--- config.mk ---
export PLATFORM = sky130hd
export DESIGN_NAME = sound_sequencer
export DESIGN_NICKNAME = d
export VERILOG_FILES = /design/src/rtl/sound_sequencer.sv
export SDC_FILE = /design/constraint.sdc
export NUM_CORES = 1
export LEC_CHECK = 0
export ABC_AREA = 0
export BUFFER_PORTS_ARGS = -buffer_cell sky130_fd_sc_hd__buf_2
export CAP_MARGIN = 20
export CELL_PAD_IN_SITES_DETAIL_PLACEMENT = 1
export CELL_PAD_IN_SITES_GLOBAL_PLACEMENT = 2
export CORE_MARGIN = 5
export CORE_UTILIZATION = 34
export DETAILED_ROUTE_END_ITERATION = 7
export PLACE_DENSITY_LB_ADDON = 0.05
export SLEW_MARGIN = 20
export SYNTH_ARGS = -nofsm -noshare
export SYNTH_HDL_FRONTEND = slang
export SYNTH_SLANG_ARGS = --single-unit
--- constraint.sdc ---
create_clock -name clk -period 2.8 [get_ports clk]
set_clock_uncertainty 0.05 [all_clocks]
set_input_delay 0.42 -clock clk [delete_from_list [all_inputs] [get_ports clk]]
set_output_delay 0.42 -clock clk [all_outputs]
set_load 0.01 [all_outputs]
--- src/rtl/sound_sequencer.sv ---
// Priority scheduler for game sound events in front of the shared tone player.
// Latches event pulses, starts them one at a time, pre-empts on higher priority and loops a background sound when idle.
module sound_sequencer #(
    parameter int               NSRC       = 8,
    parameter int               SELW       = 3,
    parameter logic [SELW-1:0]  BG_SEL     = 3'd7,
    parameter logic [12:0]      GAP_CYCLES = 13'd4535,
    parameter logic [23:0]      TIMEOUT    = 24'hFFFFFF
) (
    input  logic             clk,
    input  logic             reset,
    input  logic [NSRC-1:0]  ev_req,
    input  logic             bg_en,
    input  logic             mute,
    input  logic             player_done,
    output logic             play_start,
    output logic             play_abort,
    output logic [SELW-1:0]  play_sel,
    output logic             busy,
    output logic [NSRC-1:0]  pending,
    output logic [7:0]       drop_cnt
);

    typedef enum logic [2:0] {
        S_IDLE  = 3'd0,
        S_START = 3'd1,
        S_PLAY  = 3'd2,
        S_ABORT = 3'd3,
        S_GAP   = 3'd4
    } state_t;

    localparam logic [NSRC-1:0] ZERO_MASK = {NSRC{1'b0}};
    localparam logic [NSRC-1:0] ONE_HOT0  = {{(NSRC-1){1'b0}}, 1'b1};

    state_t            state_r;
    state_t            state_next_s;
    logic [NSRC-1:0]   pending_r;
    logic [7:0]        drop_cnt_r;
    logic [SELW-1:0]   play_sel_r;
    logic              cur_bg_r;
    logic              preempt_r;
    logic [12:0]       gap_cnt_r;
    logic [23:0]       wd_cnt_r;

    logic [SELW-1:0]   sel_idx_s;
    logic              take_ev_s;
    logic [NSRC-1:0]   clear_mask_s;
    logic              drop_hit_s;
    logic              preempt_s;
    logic              timeout_s;
    logic              gap_done_s;

    // Index of the highest-priority (lowest-numbered) set bit.
    function automatic logic [SELW-1:0] lowest_idx(input logic [NSRC-1:0] vec);
        logic [SELW-1:0] idx;
        idx = {SELW{1'b0}};
        for (int i = NSRC - 1; i >= 0; i--) begin
            if (vec[i]) begin
                idx = SELW'(i);
            end
        end
        return idx;
    endfunction

    // Mask of sources that outrank the given selector.
    function automatic logic [NSRC-1:0] higher_mask(input logic [SELW-1:0] sel);
        logic [NSRC-1:0] m;
        for (int i = 0; i < NSRC; i++) begin
            m[i] = (i < int'(sel));
        end
        return m;
    endfunction

    // Selection, coalescing and pre-emption qualifiers.
    always_comb begin
        sel_idx_s = lowest_idx(pending_r);
        take_ev_s = (state_r == S_IDLE) && !mute && (pending_r != ZERO_MASK);
        if (take_ev_s) begin
            clear_mask_s = ONE_HOT0 << sel_idx_s;
        end else begin
            clear_mask_s = ZERO_MASK;
        end
        drop_hit_s = !mute && ((ev_req & pending_r & ~clear_mask_s) != ZERO_MASK);
        // Pre-emption is registered, so a new request acts two edges after it is sampled.
        if (cur_bg_r) begin
            preempt_s = (pending_r != ZERO_MASK) || !bg_en;
        end else begin
            preempt_s = (pending_r & higher_mask(play_sel_r)) != ZERO_MASK;
        end
        timeout_s  = wd_cnt_r >= (TIMEOUT - 24'd1);
        gap_done_s = gap_cnt_r >= (GAP_CYCLES - 13'd1);
    end

    // State register.
    always_ff @(posedge clk) begin
        if (reset) begin
            state_r <= S_IDLE;
        end else begin
            state_r <= state_next_s;
        end
    end

    // Next-state decode; player_done outranks every abort cause.
    always_comb begin
        state_next_s = state_r;
        case (state_r)
            S_IDLE: begin
                if (take_ev_s || (!mute && bg_en)) begin
                    state_next_s = S_START;
                end else begin
                    state_next_s = S_IDLE;
                end
            end
            S_START: state_next_s = S_PLAY;
            S_PLAY: begin
                if (player_done) begin
                    state_next_s = S_GAP;
                end else if (mute || preempt_r || timeout_s) begin
                    state_next_s = S_ABORT;
                end else begin
                    state_next_s = S_PLAY;
                end
            end
            S_ABORT: state_next_s = S_GAP;
            S_GAP: begin
                if (gap_done_s) begin
                    state_next_s = S_IDLE;
                end else begin
                    state_next_s = S_GAP;
                end
            end
            default: state_next_s = S_IDLE;
        endcase
    end

    // Moore outputs decoded from the state register.
    always_comb begin
        play_start = 1'b0;
        play_abort = 1'b0;
        busy       = 1'b0;
        case (state_r)
            S_IDLE:  busy = 1'b0;
            S_START: begin
                play_start = 1'b1;
                busy       = 1'b1;
            end
            S_PLAY:  busy = 1'b1;
            S_ABORT: begin
                play_abort = 1'b1;
                busy       = 1'b1;
            end
            S_GAP:   busy = 1'b1;
            default: busy = 1'b0;
        endcase
    end

    // Pending latch, drop counter, selector, pre-emption flag and counters.
    always_ff @(posedge clk) begin
        if (reset) begin
            pending_r  <= ZERO_MASK;
            drop_cnt_r <= 8'd0;
            play_sel_r <= {SELW{1'b0}};
            cur_bg_r   <= 1'b0;
            preempt_r  <= 1'b0;
            gap_cnt_r  <= 13'd0;
            wd_cnt_r   <= 24'd0;
        end else begin
            if (mute) begin
                pending_r <= ZERO_MASK;
            end else begin
                pending_r <= (pending_r & ~clear_mask_s) | ev_req;
            end
            if (drop_hit_s && (drop_cnt_r != 8'hFF)) begin
                drop_cnt_r <= drop_cnt_r + 8'd1;
            end
            if ((state_r == S_IDLE) && (state_next_s == S_START)) begin
                if (take_ev_s) begin
                    play_sel_r <= sel_idx_s;
                    cur_bg_r   <= 1'b0;
                end else begin
                    play_sel_r <= BG_SEL;
                    cur_bg_r   <= 1'b1;
                end
            end
            preempt_r <= preempt_s;
            if (state_r == S_PLAY) begin
                wd_cnt_r <= wd_cnt_r + 24'd1;
            end else begin
                wd_cnt_r <= 24'd0;
            end
            if (state_r == S_GAP) begin
                gap_cnt_r <= gap_cnt_r + 13'd1;
            end else begin
                gap_cnt_r <= 13'd0;
            end
        end
    end

    assign pending  = pending_r;
    assign drop_cnt = drop_cnt_r;
    assign play_sel = play_sel_r;

endmodule

==> flow_summary.json, run 1 <==
{
  "run_status": "complete, no violations",
  "global_route.overflow_total": 0,
  "maximum_number_of_pins_on_one_net_before_global_route_repair": 25,
  "placement.io_buffers": 34,
  "vdd_ir_drop_max_uv": 241,
  "worstHoldPathType": "input port to flip-flop",
  "initial_utilization_pct": 34.9,
  "power.static_leakage_nw": 1.24,
  "clk_transition_reported_paths_ns": 0.08,
  "power_frac_clock_pct": 47.7,
  "area_growth_pct": 19.1,
  "worst_slew_pin_slew_ns": 0.578,
  "power.switching_w": 0.000499,
  "floorplan.io_pins": 35,
  "wl_per_cell_um": 13.9,
  "drcViolationCount": 0,
  "asyncSetResetFlopFracSynth_pct": 0,
  "final.fill_count": 997,
  "floorplan_core_area_sq_mm": 0.00822,
  "final_net_count": 398,
  "critical_path.endpoint_type": "flip-flop",
  "numCtsBuffers": 9,
  "detail_route.vias_per_cell": 5.06,
  "clkLatencyLatePin_ns": 0.34,
  "crit_path_start": "state_r[1]$_SDFF_PP0_",
  "cts-root-buf": "clkbuf_8",
  "max_cap_viol_count": 0,
  "number_of_antenna_violations_at_the_first_check_in_global_routing": 0,
  "cts_setup_buffers": 0,
  "post_synth.cell_area_avg_sq_um": 8.45,
  "regToRegStartpoint": "state_r[1]$_SDFF_PP0_",
  "mappedNetlistNets": 357,
  "drtPass1Iterations": 4,
  "clock_path_buffers": 2,
  "via_count": 2477,
  "routed_wirelength_um": 6790,
  "crit_type": "flip-flop to flip-flop",
  "clock_tree.htree_level_count": 3,
  "layout_common_cells": "dfxtp_1 (61), nor2_1 (54), buf_2 (34)",
  "hpwlAfterDp_um": 4880,
  "die_area_sq_mm": 0.0104,
  "synthDistinctLibCells": 50,
  "synth_warnings": 0,
  "grt_first_pass_wirelength_um": 11600,
  "ant_nets": 0,
  "tns_ns": 0,
  "unrepaired_setup_endpoints_after_global_routing": "false",
  "switching_share_pct": 23.7,
  "number_of_global_route_vias_before_repair": 2422,
  "critical_path_arrival_ns": 2.67,
  "diodes": 0,
  "combPwrFrac_pct": 8.8,
  "critPathRequiredTime_ns": 3.02,
  "startpoint_kind_of_the_worst_setup_timing_path": "flip-flop",
  "pwr_density_cell_mw_per_mm2": 617,
  "cts-hold-fix-buffers": 0,
  "intPower_w": 0.00161,
  "cts.sinks": 61,
  "timing.fmax_ghz": 0.407,
  "seq_power_share_pct": 43.4,
  "synth_flop_cell": "dfxtp_1",
  "netlist_instances": 339,
  "post_cts_resized": 0,
  "ys_ff_latch": 61,
  "final_max_slew_viol_count": 0,
  "final.period_utilization_pct": 87.7,
  "tritoncts": "done",
  "floorplan.die.height_um": 102,
  "power.total_w": 0.00210,
  "die_x_um": 102,
  "hold_path.startpoint": "ev_req[7]",
  "cp_max_fo": 14,
  "final_layout_size_suffix_gt1_share_pct": 19.2,
  "timing.final.setup_violations": 0,
  "synth_enable_flop_cells": 0,
  "rows": 33,
  "gpl.final_weighted_congestion": 0.774,
  "detail_route.iter0.violations": 74,
  "finalCriticalPeriod_ns": 2.45,
  "gr-usage-all-layers_pct": 14.2,
  "slew_headroom_pct": 61.1,
  "commonest_non_fill_non_tap_cell_in_the_layout": "dfxtp_1",
  "timing.final.hold_violations": 0,
  "synth.yosys.seq_area_share_pct": 42.6,
  "post_synthesis_cell_area_sq_mm": 0.00287
}
flip-flops by register name, summed over array words and instances, names as in the netlist:
signal,cells
cur_bg_r,1
drop_cnt,8
gap_cnt_r,13
pending,8
play_sel,3
preempt_r,1
state_r,3
wd_cnt_r,24
path summary, 6_finish.rpt:
| path | slack (ns) | depth (start not counted) | endpoint |
|---|---|---|---|
| setup reg to reg | 0.35 | 7 | drop_cnt[6]$_SDFFE_PP0P_ |
| hold reg to reg | 0.42 | 1 | gap_cnt_r[0]$_SDFF_PP0_ |
| setup / recovery | 0.35 | 7 | drop_cnt[6]$_SDFFE_PP0P_ |
| hold / removal | 0.25 | 3 | pending[7]$_SDFF_PP0_ |
cell type report:
type | count | area [sq um] | area share, %
multi-input cells | 252 | 1520 | 44.5
flip-flops and latches | 61 | 1220 | 35.8
repair buffers | 42 | 230 | 6.75
inverters | 14 | 52.6 | 1.54
clock buffers | 11 | 151 | 4.44
clock inverters | 5 | 106 | 3.12
well taps | 105 | 131 | 3.85
synth_stat cells (all sizes together), types with 2 or more instances:
library cell,n,area share (%)
clkbuf,8,1.2
o211ai,2,0.52
o21bai,2,0.52
a22o,2,0.61
a211oi,4,1.2
or3,7,1.6
nor2,54,7.1
nor2b,2,0.44
ha,5,2.2
o21ai,15,2.6
or2,3,0.66
o31ai,5,1.3
and4,3,0.92
nor3,7,1.6
dfxtp,61,43
xnor2,6,1.8
and3,3,0.66
buf,4,1.4
nand4,9,2.0
nor4,5,1.6
or4,6,1.7
xor2,24,7.3
nand2,25,3.3
a21oi,27,4.7
inv,14,1.8
nand3,18,3.1
o31a,2,0.61
cells by family after synthesis:
| kind of cell | Yosys count | synth area share [%] |
|---|---|---|
| buffers and inverters | 26 | 4.37 |
| and+or+nand+nor | 147 | 26.0 |
| AOI/OAI and AO/OA | 68 | 14.9 |
| DFF | 61 | 42.6 |
| muxes | 2 | 0.742 |
| adders and majority gates | 5 | 2.18 |
| xor gates and xnor gates | 30 | 9.17 |
critical path, stage by stage (launching register included):
cell      delay, ns
dfxtp_1        0.37
or4_1          0.68
nor3_4         0.29
a21oi_1        0.14
nor4_4         0.34
buf_4          0.23
nor4_1         0.08
a211oi_2       0.21
metal layers:
metal	vias up	track usage [%]	part of all wire [%]
met5	-	0	0
met4	0	4.60	1.0
met3	6	4.34	2.9
met2	28	23.2	48
met1	1170	17.8	48
li1	1273	-	-
stage by stage:
stage / setup WS, ns / instance area [sq um] / util (%) / hold WS [ns] / instances
final: 0.345 / 3410 / 41.5 / 0.252 / 490
after global routing: 0.175 / 3410 / 41.5 / 0.252 / 490
after CTS: 0.307 / 3410 / 41.5 / 0.240 / 490
after detailed placement: 0.252 / 3150 / 38.4 / 0.408 / 474
after global placement: 0.329 / 3150 / 38.4 / 0.402 / 474
after floorplan: 0.473 / 2870 / - / 0.380 / 339
power by group through the flow:
stage               clock network [W]  registers (W)  logic (W)
floorplan                           0       0.000932   0.000123
global placement                    0       0.000934   0.000189
detailed placement                  0       0.000933   0.000190
CTS                           0.00104       0.000913   0.000190
global route                  0.00108       0.000917   0.000210
finish                        0.00100       0.000914   0.000186
Power figures use the tool's default switching activity.
==> run 2: changes to the inputs <==
CAP_MARGIN = not set   (was 20)
REMOVE_ABC_BUFFERS = 1   (was not set)
==> run 2 against run 1 <==
Against the previous run:
- final cell count is 0.41% lower
- sequential power barely moved
- final area is 2.5% lower
- largest cell class unchanged
==> flow_summary.json, run 2 (synthesis gave the netlist of run 1 again) <==
{
  "cts.sinks": 61,
  "most_flop_heavy_register": "wd_cnt_r",
  "critPathBufInv": 1,
  "startpoint_kind_of_the_worst_setup_timing_path": "flip-flop",
  "cts-hold-fix-buffers": 0,
  "routed-wl-met3_um": 211,
  "commonest_non_fill_non_tap_cell_in_the_layout": "dfxtp_1",
  "gpl.final_weighted_congestion": 0.735,
  "met2_wirelength_um": 3050,
  "pwr_density_cell_mw_per_mm2": 555,
  "detail_route.vias_per_cell": 5.11,
  "final_max_slew_viol_count": 0,
  "worst_slew_pin_slew_ns": 0.596,
  "crit_path_max_incr_delay_ns": 0.72,
  "number_of_antenna_violations_at_the_first_check_in_global_routing": 0,
  "timing.final.setup_violations": 0,
  "number_of_global_route_vias_before_repair": 2449,
  "worstHoldPathType": "input port to flip-flop",
  "path_cells": "or4_1 -> nor3_4 -> a21oi_1 -> nor4_4 -> buf_4 -> nor3_1 -> mux2_2",
  "vdd_ir_drop_max_uv": 219,
  "cpMaxStageDelayCell": "or4_1",
  "maximum_number_of_pins_on_one_net_before_global_route_repair": 25,
  "critical_path.endpoint_type": "flip-flop",
  "clk_transition_reported_paths_ns": 0.07,
  "run_status": "complete, no violations",
  "worstRegToRegCells": 7,
  "largest_reg_flops": 24,
  "crit_path_start": "state_r[1]$_SDFF_PP0_",
  "final_layout_size_suffix_gt1_share_pct": 18.5,
  "post_cts_resized": 0,
  "ant_nets": 0,
  "floorplan.io_pins": 35,
  "unrepaired_setup_endpoints_after_global_routing": "false",
  "pre_cts_ws_ns": 0.101,
  "cpLargestDelayFamily": "simple AND/OR/NAND/NOR gates",
  "hpwlAfterDp_um": 4850,
  "grt_first_pass_wirelength_um": 11700,
  "routed_wirelength_um": 6830,
  "power.total_w": 0.00185,
  "clkLatencyLatePin_ns": 0.33,
  "wl_per_cell_um": 14.0,
  "worst_hold_slack_ns": 0.262,
  "via_count": 2492,
  "cts_setup_buffers": 0,
  "regToRegStartpoint": "state_r[1]$_SDFF_PP0_",
  "tritoncts": "done",
  "diodes": 0,
  "drcViolationCount": 0,
  "tns_ns": 0,
  "final.period_utilization_pct": 91.7,
  "cp_max_fo": 15,
  "numCtsBuffers": 9,
  "drtPass1Iterations": 4,
  "max_cap_viol_count": 0,
  "rows": 33,
  "drt-met1-wl_um": 3500,
  "detail_route.iter0.violations": 63,
  "area_growth_pct": 16.1,
  "global_route.overflow_total": 0,
  "crit_type": "flip-flop to flip-flop",
  "number_of_stages_on_the_worst_setup_path": 7,
  "die_x_um": 102,
  "final_net_count": 397,
  "timing.fmax_ghz": 0.389,
  "layout_common_cells": "dfxtp_1 (61), nor2_1 (54), buf_2 (34)",
  "critical_path_arrival_ns": 2.74,
  "initial_utilization_pct": 34.9,
  "finalWorstSetupSlack_ns": 0.231,
  "placement.io_buffers": 34,
  "finalCriticalPeriod_ns": 2.57,
  "top_regs": "wd_cnt_r x24, gap_cnt_r x13",
  "die_area_sq_mm": 0.0104,
  "clock_tree.htree_level_count": 3,
  "critPathRequiredTime_ns": 2.97,
  "highest-signal-layer": "met4",
  "gr-usage-all-layers_pct": 14.2,
  "floorplan_core_area_sq_mm": 0.00822,
  "setup.worst_path.end": "drop_cnt[3]$_SDFFE_PP0P_",
  "floorplan.die.height_um": 102,
  "timing.final.hold_violations": 0,
  "power.static_leakage_nw": 1.21,
  "clock_path_buffers": 2,
  "setup.reg_to_reg.worst_slack_ns": 0.23,
  "critical_path.reg2reg.endpoint": "drop_cnt[3]$_SDFFE_PP0P_",
  "slew_headroom_pct": 59.9,
  "cts-root-buf": "clkbuf_8"
}
==> run 2: metal layers <==
layer	GRT usage, %	vias up
met5	0	-
met2	22.7	28
li1	-	1268
met4	4.91	0
met3	3.99	7
met1	18.5	1189
==> run 2: how the worst min path moves through the flow <==
stage                                  from                      end  slack (ns)  cells past startpoint
floorplan           gap_cnt_r[0]$_SDFF_PP0_  gap_cnt_r[0]$_SDFF_PP0_        0.38                      1
global placement    gap_cnt_r[0]$_SDFF_PP0_  gap_cnt_r[0]$_SDFF_PP0_        0.40                      1
detailed placement  gap_cnt_r[0]$_SDFF_PP0_  gap_cnt_r[0]$_SDFF_PP0_        0.41                      1
CTS                               ev_req[2]    pending[2]$_SDFF_PP0_        0.25                      3
global route                      ev_req[6]    pending[6]$_SDFF_PP0_        0.25                      3
finish                            ev_req[2]    pending[2]$_SDFF_PP0_        0.26                      3
==> run 2: cell type report <==
class | instances | area [sq um]
fill | 1021 | 4890
timing repair buffer | 41 | 223
clock inverter | 5 | 52.6
inverter | 14 | 52.6
tap | 105 | 131
multi-input combinational | 252 | 1520
sequential | 61 | 1220
clock buffer | 10 | 128
==> run 2: stage by stage <==
| stage | util, % | area [sq um] | instances |
|---|---|---|---|
| after detailed placement | 38.3 | 3150 | 473 |
| final | 40.5 | 3330 | 488 |
| after global routing | 40.5 | 3330 | 488 |
| after floorplan | - | 2790 | 327 |
| after CTS | 40.5 | 3330 | 488 |
| after global placement | 38.3 | 3150 | 473 |
==> run 2: worst register-to-register path, stage by stage, from the launching register on <==
cell	delay, ns
dfxtp_1	0.36
or4_1	0.72
nor3_4	0.30
a21oi_1	0.14
nor4_4	0.30
buf_4	0.23
nor3_1	0.09
mux2_2	0.28
==> run 2: report_power, final <==
| part | internal, W | switching [W] | leakage, nW |
|---|---|---|---|
| clock | 0.000402 | 0.000348 | 0.0919 |
| sequential | 0.000888 | 0.0000243 | 0.494 |
| combinational | 0.0000737 | 0.000111 | 0.620 |
==> run 3: changes to the inputs <==
CAP_MARGIN = 25   (was not set)
CORE_ASPECT_RATIO = 1.2   (was not set)
==> run 3 against run 2 <==
Against the previous run:
- total power rose by 1.5%
- sequential share of layout area fell by 0.26 points
- fmax rose by 0.65%
- register-to-register slack improved by 0.02 ns
- non-clock buffer count did not move
- first-iteration DRC count fell by 24%
- largest cell class unchanged
- highest routed layer unchanged
==> flow_summary.json, run 3 (synthesis gave the netlist of run 1 again) <==
{
  "detailed_place.area_sq_mm": 0.00316,
  "max_cap_viol_count": 0,
  "timing.fmax_ghz": 0.392,
  "final_max_slew_viol_count": 0,
  "commonest_non_fill_non_tap_cell_in_the_layout": "dfxtp_1",
  "pwr_density_cell_mw_per_mm2": 560,
  "worstHoldPathType": "input port to flip-flop",
  "initial_utilization_pct": 35.0,
  "cts-hold-fix-buffers": 0,
  "global_route.overflow_total": 0,
  "maximum_number_of_pins_on_one_net_before_global_route_repair": 25,
  "timing.final.setup_violations": 0,
  "critPathRequiredTime_ns": 2.98,
  "timing.final.hold_violations": 0,
  "floorplan.io_pins": 35,
  "gpl.final_weighted_congestion": 0.751,
  "wl_per_cell_um": 13.6,
  "most_flop_heavy_register": "wd_cnt_r",
  "placement.io_buffers": 34,
  "cts-root-buf": "clkbuf_8",
  "grt_first_pass_wirelength_um": 11800,
  "routed_wirelength_um": 6790,
  "critical_path.reg2reg.endpoint": "drop_cnt[3]$_SDFFE_PP0P_",
  "floorplan_core_area_sq_mm": 0.00820,
  "slew_headroom_pct": 58.6,
  "power.total_w": 0.00187,
  "largest_reg_flops": 24,
  "number_of_antenna_violations_at_the_first_check_in_global_routing": 0,
  "via_count": 2513,
  "unrepaired_setup_endpoints_after_global_routing": "false",
  "cts_setup_buffers": 0,
  "vdd_ir_drop_max_uv": 219,
  "detail_route.vias_per_cell": 5.05,
  "routed-wl-met3_um": 205,
  "final.period_utilization_pct": 91.1,
  "number_of_global_route_vias_before_repair": 2566,
  "drtPass1Iterations": 4,
  "crit_type": "flip-flop to flip-flop",
  "power.static_leakage_nw": 1.21,
  "worstRegToRegCells": 7,
  "post_cts_resized": 0,
  "postLayoutCoreUtil_pct": 40.9,
  "detail_route.iter0.violations": 48,
  "worst_slew_pin_slew_ns": 0.616,
  "startpoint_kind_of_the_worst_setup_timing_path": "flip-flop",
  "clock_tree.htree_level_count": 3,
  "gr-usage-all-layers_pct": 13.8,
  "post-route-cell-area_sq_mm": 0.00335,
  "ant_nets": 0,
  "hpwlAfterDp_um": 4910,
  "critical_path_arrival_ns": 2.74,
  "drt-met1-wl_um": 3250,
  "final_layout_size_suffix_gt1_share_pct": 18.5,
  "area_growth_pct": 16.9,
  "clkLatencyLatePin_ns": 0.34,
  "die_area_sq_mm": 0.0104,
  "run_status": "complete, no violations",
  "finalCriticalPeriod_ns": 2.55,
  "highest-signal-layer": "met4",
  "tritoncts": "done",
  "clk_transition_reported_paths_ns": 0.08,
  "rows": 36,
  "crit_path_start": "state_r[1]$_SDFF_PP0_",
  "numCtsBuffers": 9,
  "floorplan.die.height_um": 111,
  "clock_path_buffers": 2,
  "critical_path.endpoint_type": "flip-flop",
  "layout_common_cells": "dfxtp_1 (61), nor2_1 (54), buf_2 (34)",
  "cp_max_fo": 15,
  "final_net_count": 397,
  "setup.worst_path.end": "drop_cnt[3]$_SDFFE_PP0P_",
  "tns_ns": 0,
  "top_regs": "wd_cnt_r x24, gap_cnt_r x13",
  "met2_wirelength_um": 3240,
  "regToRegStartpoint": "state_r[1]$_SDFF_PP0_",
  "diodes": 0,
  "setup.reg_to_reg.worst_slack_ns": 0.25,
  "cts.sinks": 61,
  "die_x_um": 93.8,
  "drcViolationCount": 0
}
run 3: changes by cell type in the layout (fill, tap and decap cells not counted):
| cell | change |
|---|---|
| clkbuf_1 | +1 |
| clkinv_2 | -2 |
| clkinv_4 | +3 |
| clkinvlp_4 | -1 |
run 3: worst min path at each step:
stage                               to  slack [ns]                    start  cells past startpoint
4_1_cts          pending[7]$_SDFF_PP0_        0.26                ev_req[7]                      3
6_report         pending[6]$_SDFF_PP0_        0.27                ev_req[6]                      3
3_5_place_dp   gap_cnt_r[0]$_SDFF_PP0_        0.40  gap_cnt_r[0]$_SDFF_PP0_                      1
5_1_grt          pending[1]$_SDFF_PP0_        0.28                ev_req[1]                      3
2_1_floorplan  gap_cnt_r[0]$_SDFF_PP0_        0.38  gap_cnt_r[0]$_SDFF_PP0_                      1
3_3_place_gp   gap_cnt_r[0]$_SDFF_PP0_        0.40  gap_cnt_r[0]$_SDFF_PP0_                      1
run 3: cell type report:
| type | instances | area [sq um] |
|---|---|---|
| fill | 1037 | 4850 |
| sequential | 61 | 1220 |
| timing repair buffer | 41 | 223 |
| clock inverter | 5 | 61.3 |
| clock buffer | 11 | 131 |
| tap | 114 | 143 |
| inverter | 14 | 52.6 |
| multi-input combinational | 252 | 1520 |
run 3: layer usage:
layer  vias up  global-route usage (%)
li1       1265                       -
met1      1211                    18.3
met2        29                    21.8
met3         8                    3.61
met4         0                    4.34
met5         -                       0
run 3: stage by stage:
stage               worst slack [ns]  hold slack (ns)  instances
floorplan                      0.303            0.380        327
global placement               0.193            0.398        482
detailed placement             0.127            0.405        482
finish                         0.248            0.266        498
CTS                            0.243            0.258        498
global route                   0.113            0.278        498
run 3: where the power goes:
part	total, W	internal [W]	switching (W)
logic	0.000186	0.0000738	0.000112
clock network	0.000776	0.000415	0.000361
registers	0.000912	0.000888	0.0000247
total	0.00187	0.00138	0.000498
run 3: critical path: stages (launching register included):
cell     delay, ns
dfxtp_1       0.36
or4_1         0.72
nor3_4        0.29
a21oi_1       0.14
nor4_4        0.30
buf_4         0.24
nor3_1        0.08
mux2_2        0.27
